===== src/rtl/pipe_stage_fifo_pkg.sv =====
// -----------------------------------------------------------------------------
// pipe_pkg
// Shared constants and width helpers for the pipe_stage_fifo slice.
//   DEFAULT_WIDTH : default payload width in bits
//   DEFAULT_DEPTH : default entry count (power of two, >= 2)
//   count_width() : bits needed to hold an occupancy of 0..depth
//   ptr_width()   : bits needed to address depth entries
// -----------------------------------------------------------------------------
package pipe_pkg;

    localparam int DEFAULT_WIDTH = 32;
    localparam int DEFAULT_DEPTH = 2;

    // Occupancy must represent the full state (== depth), hence depth + 1 codes.
    function automatic int count_width(input int depth);
        return $clog2(depth + 1);
    endfunction

    // Pointers address depth entries; never narrower than one bit.
    function automatic int ptr_width(input int depth);
        if (depth > 1) begin
            return $clog2(depth);
        end else begin
            return 1;
        end
    endfunction

endpackage


===== src/rtl/pipe_stage_fifo_mem.sv =====
// -----------------------------------------------------------------------------
// pipe_stage_fifo_mem
// DEPTH x WIDTH register storage, one synchronous write port and one
// asynchronous read port. Contents are intentionally not reset: the reader
// only looks at an entry after it has been written.
// Ports:
//   clk     : clock, write on rising edge
//   wr_en   : write strobe
//   wr_addr : write entry index
//   wr_data : write payload
//   rd_addr : read entry index
//   rd_data : payload at rd_addr (combinational)
// -----------------------------------------------------------------------------
module pipe_stage_fifo_mem
    import pipe_pkg::*;
#(
    parameter int WIDTH = DEFAULT_WIDTH,
    parameter int DEPTH = DEFAULT_DEPTH
) (
    input  logic                        clk,
    input  logic                        wr_en,
    input  logic [ptr_width(DEPTH)-1:0] wr_addr,
    input  logic [WIDTH-1:0]            wr_data,
    input  logic [ptr_width(DEPTH)-1:0] rd_addr,
    output logic [WIDTH-1:0]            rd_data
);

    logic [WIDTH-1:0] mem_r [DEPTH];

    // Store the incoming payload at the write index when strobed
    always_ff @(posedge clk) begin
        if (wr_en) begin
            mem_r[wr_addr] <= wr_data;
        end
    end

    assign rd_data = mem_r[rd_addr];

endmodule


===== src/rtl/pipe_stage_fifo.sv =====
// -----------------------------------------------------------------------------
// pipe_stage_fifo
// Valid/ready pipeline stage buffering up to DEPTH payloads in FIFO order.
// Pointers wrap modulo DEPTH (DEPTH is a power of two). Flush and reset both
// empty the buffer on the next edge and discard any handshake in that cycle.
//
// Optional feature (compile-time macro PIPE_STAGE_FIFO_BYPASS_EN):
//   when the buffer is empty, the upstream payload is presented downstream in
//   the same cycle; if it is taken immediately it never touches storage.
//   Without the macro there is no combinational s_* to m_* path.
//
// Ports:
//   clk     : sole clock, rising edge
//   rst     : synchronous active-high reset
//   flush   : discard all held and in-flight entries
//   s_valid : upstream payload valid
//   s_ready : stage can accept (depends only on rst and count)
//   s_data  : upstream payload
//   m_valid : downstream payload valid
//   m_ready : downstream accepts
//   m_data  : downstream payload
//   count   : number of held entries
// -----------------------------------------------------------------------------
module pipe_stage_fifo
    import pipe_pkg::*;
#(
    parameter int WIDTH = DEFAULT_WIDTH,
    parameter int DEPTH = DEFAULT_DEPTH
) (
    input  logic                          clk,
    input  logic                          rst,
    input  logic                          flush,
    input  logic                          s_valid,
    output logic                          s_ready,
    input  logic [WIDTH-1:0]              s_data,
    output logic                          m_valid,
    input  logic                          m_ready,
    output logic [WIDTH-1:0]              m_data,
    output logic [count_width(DEPTH)-1:0] count
);

    localparam int PTR_W = ptr_width(DEPTH);
    localparam int CNT_W = count_width(DEPTH);
    localparam logic [CNT_W-1:0] FULL_C = CNT_W'(DEPTH);

    logic [PTR_W-1:0] wr_ptr_r;
    logic [PTR_W-1:0] rd_ptr_r;
    logic [CNT_W-1:0] count_r;

    logic             empty_s;
    logic             s_ready_s;
    logic             m_valid_s;
    logic [WIDTH-1:0] m_data_s;
    logic [WIDTH-1:0] rd_data_s;
    logic             push_s;
    logic             pop_s;
    logic             bypass_take_s;
    logic             wr_en_s;
    logic             rd_adv_s;

    pipe_stage_fifo_mem #(
        .WIDTH (WIDTH),
        .DEPTH (DEPTH)
    ) u_mem (
        .clk     (clk),
        .wr_en   (wr_en_s),
        .wr_addr (wr_ptr_r),
        .wr_data (s_data),
        .rd_addr (rd_ptr_r),
        .rd_data (rd_data_s)
    );

    // Upstream readiness: reset and the registered count only, so m_ready
    // can never reach s_ready combinationally and a full stage refuses a push
    // even when a pop happens in the same cycle.
    always_comb begin
        empty_s   = (count_r == {CNT_W{1'b0}});
        s_ready_s = 1'b0;
        if (!rst && (count_r < FULL_C)) begin
            s_ready_s = 1'b1;
        end else begin
            s_ready_s = 1'b0;
        end
    end

    // Downstream presentation: head of storage, or the live input when bypassing
    always_comb begin
        m_valid_s = 1'b0;
        m_data_s  = rd_data_s;
`ifdef PIPE_STAGE_FIFO_BYPASS_EN
        if (empty_s) begin
            // Nothing buffered: forward the upstream beat unless it is being
            // discarded by flush or reset this cycle.
            m_valid_s = s_valid && !flush && !rst;
            m_data_s  = s_data;
        end else begin
            m_valid_s = 1'b1;
            m_data_s  = rd_data_s;
        end
`else
        if (empty_s) begin
            m_valid_s = 1'b0;
            m_data_s  = rd_data_s;
        end else begin
            m_valid_s = 1'b1;
            m_data_s  = rd_data_s;
        end
`endif
    end

    // Handshake decode: which transfers actually change stored state
    always_comb begin
        push_s        = s_valid && s_ready_s;
        pop_s         = m_valid_s && m_ready;
        bypass_take_s = 1'b0;
`ifdef PIPE_STAGE_FIFO_BYPASS_EN
        // Beat forwarded and consumed in the same cycle: storage untouched.
        if (empty_s && push_s && pop_s) begin
            bypass_take_s = 1'b1;
        end else begin
            bypass_take_s = 1'b0;
        end
`endif
        // Flush discards any handshake in its cycle; rst already gates push
        // through s_ready and the pointer/count update below.
        wr_en_s  = push_s && !flush && !bypass_take_s;
        rd_adv_s = pop_s && !flush && !rst && !bypass_take_s;
    end

    // Pointer and occupancy state; flush and reset share the same clearing path
    always_ff @(posedge clk) begin
        if (rst || flush) begin
            wr_ptr_r <= {PTR_W{1'b0}};
            rd_ptr_r <= {PTR_W{1'b0}};
            count_r  <= {CNT_W{1'b0}};
        end else begin
            if (wr_en_s) begin
                wr_ptr_r <= wr_ptr_r + PTR_W'(1);
            end
            if (rd_adv_s) begin
                rd_ptr_r <= rd_ptr_r + PTR_W'(1);
            end
            case ({wr_en_s, rd_adv_s})
                2'b10:   count_r <= count_r + CNT_W'(1);
                2'b01:   count_r <= count_r - CNT_W'(1);
                default: count_r <= count_r;
            endcase
        end
    end

    assign s_ready = s_ready_s;
    assign m_valid = m_valid_s;
    assign m_data  = m_data_s;
    assign count   = count_r;

endmodule


===== config.mk =====
export PLATFORM = sky130hd
export DESIGN_NAME = pipe_stage_fifo
export DESIGN_NICKNAME = d
export VERILOG_FILES = /design/src/rtl/pipe_stage_fifo_pkg.sv /design/src/rtl/pipe_stage_fifo_mem.sv /design/src/rtl/pipe_stage_fifo.sv
export SDC_FILE = /design/constraint.sdc
export NUM_CORES = 1
export LEC_CHECK = 0
export BUFFER_PORTS_ARGS = -buffer_cell sky130_fd_sc_hd__clkbuf_2
export CORE_UTILIZATION = 52
export DETAILED_ROUTE_END_ITERATION = 8
export PLACE_DENSITY = 0.86
export REMOVE_ABC_BUFFERS = 1
export SLEW_MARGIN = 20
export SYNTH_ARGS = -nofsm -noshare
export SYNTH_HDL_FRONTEND = slang
export SYNTH_HIERARCHICAL = 1
export SYNTH_SLANG_ARGS = --single-unit

===== constraint.sdc =====
create_clock -name clk -period 5.21 [get_ports clk]
set_input_delay 0.7815 -clock clk [delete_from_list [all_inputs] [get_ports clk]]
set_output_delay 0.7815 -clock clk [all_outputs]
set_load 0.1 [all_outputs]

==> impl_results.md <==
- Status: complete, no violations
- Cts bufs inserted: 9
- Most common cell after layout, fill and taps aside: clkbuf_2
- Cell variety after synth: 18
- Routed length per instance: 14.6 um
- CTS tree: yes
- Met3 Use GR: 7.00%
- YS warnings: 6
- Cts hold-fix bufs: 0
- Skew final: 0.00529 ns
- RePlAce Congestion: 0.695
- Vias in the first global route: 1,316
- Tightest Pin Transition: 1.09 ns
- Slowest Stage Delay on Critical Path: 1.06 ns
- Die W: 73.7 um
- Post-Synth Simple-Gate Area: 2.38%
- Global-route wire length before repair: 5900 um
- All-Layer GR Usage: 16.1%
- Cells after Synth: 126
- Synth Area in XOR/XNOR: 1.31%
- Final worst path period share: 57.2%
- CP Capture Type: output pin
- Hold depth: 2
- # rows: 25
- DRC errors left: 0
- Largest net degree at the start of global routing: 34
- Port Buffer Count: 72
- Number of synthesized flops with an enable pin: 64
- Synth Area in Compound Gates: 0.561%
- Met1 usage: 17.3%
- Diodes inserted: 0
- Seq cells post-synth: 68
- Longest Clk Path Bufs: 2
- Post-Synthesis Mean Instance Area: 21.2 sq um
- Final HPWL DP: 2660 um
- Cells taking the most area after synthesis: edfxtp_1 (72%), mux2_4 (17%), dfxtp_1 (3.0%)
- Worst hold path type: flop to flop
- Reg2reg setup slack: 3.11 ns
- Clock slew at reported path FFs: 0.07 ns
- Post-synth top area share: 71.8%
- Setup TNS Final: 0 ns
- Startpoint Class: flop
- GR Overflow Total: 0
- Main synth FF type: edfxtp_1
- Adder-Cell Fraction of Synth Area: 0.468%
- GR Util met2: 25.3%
- DR pass1 iterations: 4
- Worst-Skew Late Latency: 0.34 ns
- Power density over the cells: 344 nW/um^2
- Slew HR: 27.3%
- CP max FO: 33
- Max-cap check violation count: 0
- Largest family of logic cells by synthesized area: multiplexers
- Slew Viols, Final: 0
- Initial Util: 55.2%
- Root buffer cell: clkbuf_8
- Worst path slowest cell: dfxtp_2
- Final wirelength: 4050 um
- Layout Utilization: 67.0%
- Final Net Count: 244
- Vias: 1,340
- Fmax: 336 MHz
- Die area: 5440 sq um
- Post-synth top area cell: edfxtp_1
- RSZ-0062 raised after global routing: no
- Cell area after synthesis: 2680 sq um
- Number of clock sinks: 68
- Fillers: 336
- Time the worst path needs with I/O delays and setup: 2.98 ns
- Leak: 1.28 nW
- Area Growth Syn to Fin: 21.4%
- Initial antenna violation count: 0
- Hold Violations, Final: 0
- Quantity of gates resized following cts: 0
- Multiplexer share of the synthesized area: 17.7%
- CP Class: flop to output pin
- Worst-path cell chain: mux2_2 > clkbuf_2
- Initial DRC count: 82
- Setup violators final: 0
- CP arrival: 2.20 ns
- Commonest non-fill, non-tap cells in the layout: clkbuf_2 (72), edfxtp_1 (64), mux2_4 (30)
- Worst-case reg-to-reg path depth: 5
- Die Span Y: 73.7 um
- Post-synthesis async set-or-reset flop share: 0%
- Grt peak-use layer: met2
- CP required: 4.43 ns
- Postcts setup bufs: 0
- Worst IR Drop VDD: 0.208 mV
- Register area share after synthesis: 74.8%
- Max H-tree Level: 3
- Ratio of cells with drive above 1 in the final layout: 57.8%
- Antenna-violating nets left: 0
- Placeable core region: 4850 sq um
- Via density: 4.82
- I/O pin cnt: 73
[Yosys cell counts (2+ instances only)]
cell type  number
buf_12          3
dfxtp_1         4
edfxtp_1       64
mux2_2          2
mux2_4         30
nor2_1          6
nor2b_1         2
o21ai_0         2
or2_2           2
xnor2_1         2
xor2_1          2
[per-stage QoR]
| step | hold WS (ns) | setup WS, ns | power (mW) | instance area (sq um) | std cells |
|---|---|---|---|---|---|
| detailed placement | 0.543 | 2.56 | 0.731 | 3070 | 262 |
| CTS | 0.558 | 2.19 | 1.13 | 3250 | 278 |
| global route | 0.594 | 2.15 | 1.16 | 3250 | 278 |
| floorplan | 0.499 | 2.20 | 0.704 | 2610 | 122 |
| global placement | 0.540 | 2.59 | 0.728 | 3070 | 262 |
| finish | 0.550 | 2.23 | 1.12 | 3250 | 278 |
[sequential cells by signal (all words and copies together), names as in the netlist]
signal / cells
rd_ptr_r: 1
count: 2
u_mem/mem_r: 64
wr_ptr_r: 1
[per-layer routing]
metal  up-vias  wire length (um)  share of wire, %
met1       625              1670                41
li1        646                 -                 -
met5         -                 0                 0
met3        13               239               5.9
met4         0               113               2.8
met2        56              2030                50
[area by class of cell]
type	count	area, sq um	share of cell area [%]
Clock buffer	10	128	3.93
Clock inverter	6	55.1	1.69
Inverter	1	3.75	0.116
Multi-Input combinational cell	53	607	18.7
Sequential cell	68	2000	61.7
Tap cell	67	83.8	2.58
Timing Repair Buffer	73	368	11.3
[report_power, final]
group	total [mW]	internal [mW]	switching, mW
logic	0.105	0.0266	0.0788
clock network	0.399	0.216	0.183
registers	0.613	0.609	0.00401
total	1.12	0.851	0.266
[critical path, delay by kind of cell (launching register included)]
kind,cells,cell delay (ns)
flops,1,1.06
mux,1,0.43
buf+inv,1,0.37
[worst paths after layout]
path | from | to
max | rd_ptr_r$_SDFFE_PP0P_ | m_data[30]
min | count[1]$_SDFFE_PP0P_ | count[1]$_SDFFE_PP0P_
max reg2reg | count[1]$_SDFFE_PP0P_ | u_mem/mem_r[1][30]$_DFFE_PP_
min reg2reg | count[1]$_SDFFE_PP0P_ | count[1]$_SDFFE_PP0P_
[cell families after synthesis]
group,count (synthesis)
xor gates and xnor gates,4
and+or+nand+nor,13
DFF,68
buffers and inverters,5
AOI/OAI and AO/OA,3
adders and majority gates,1
muxes,32
(Power assumes the default switching activity.)
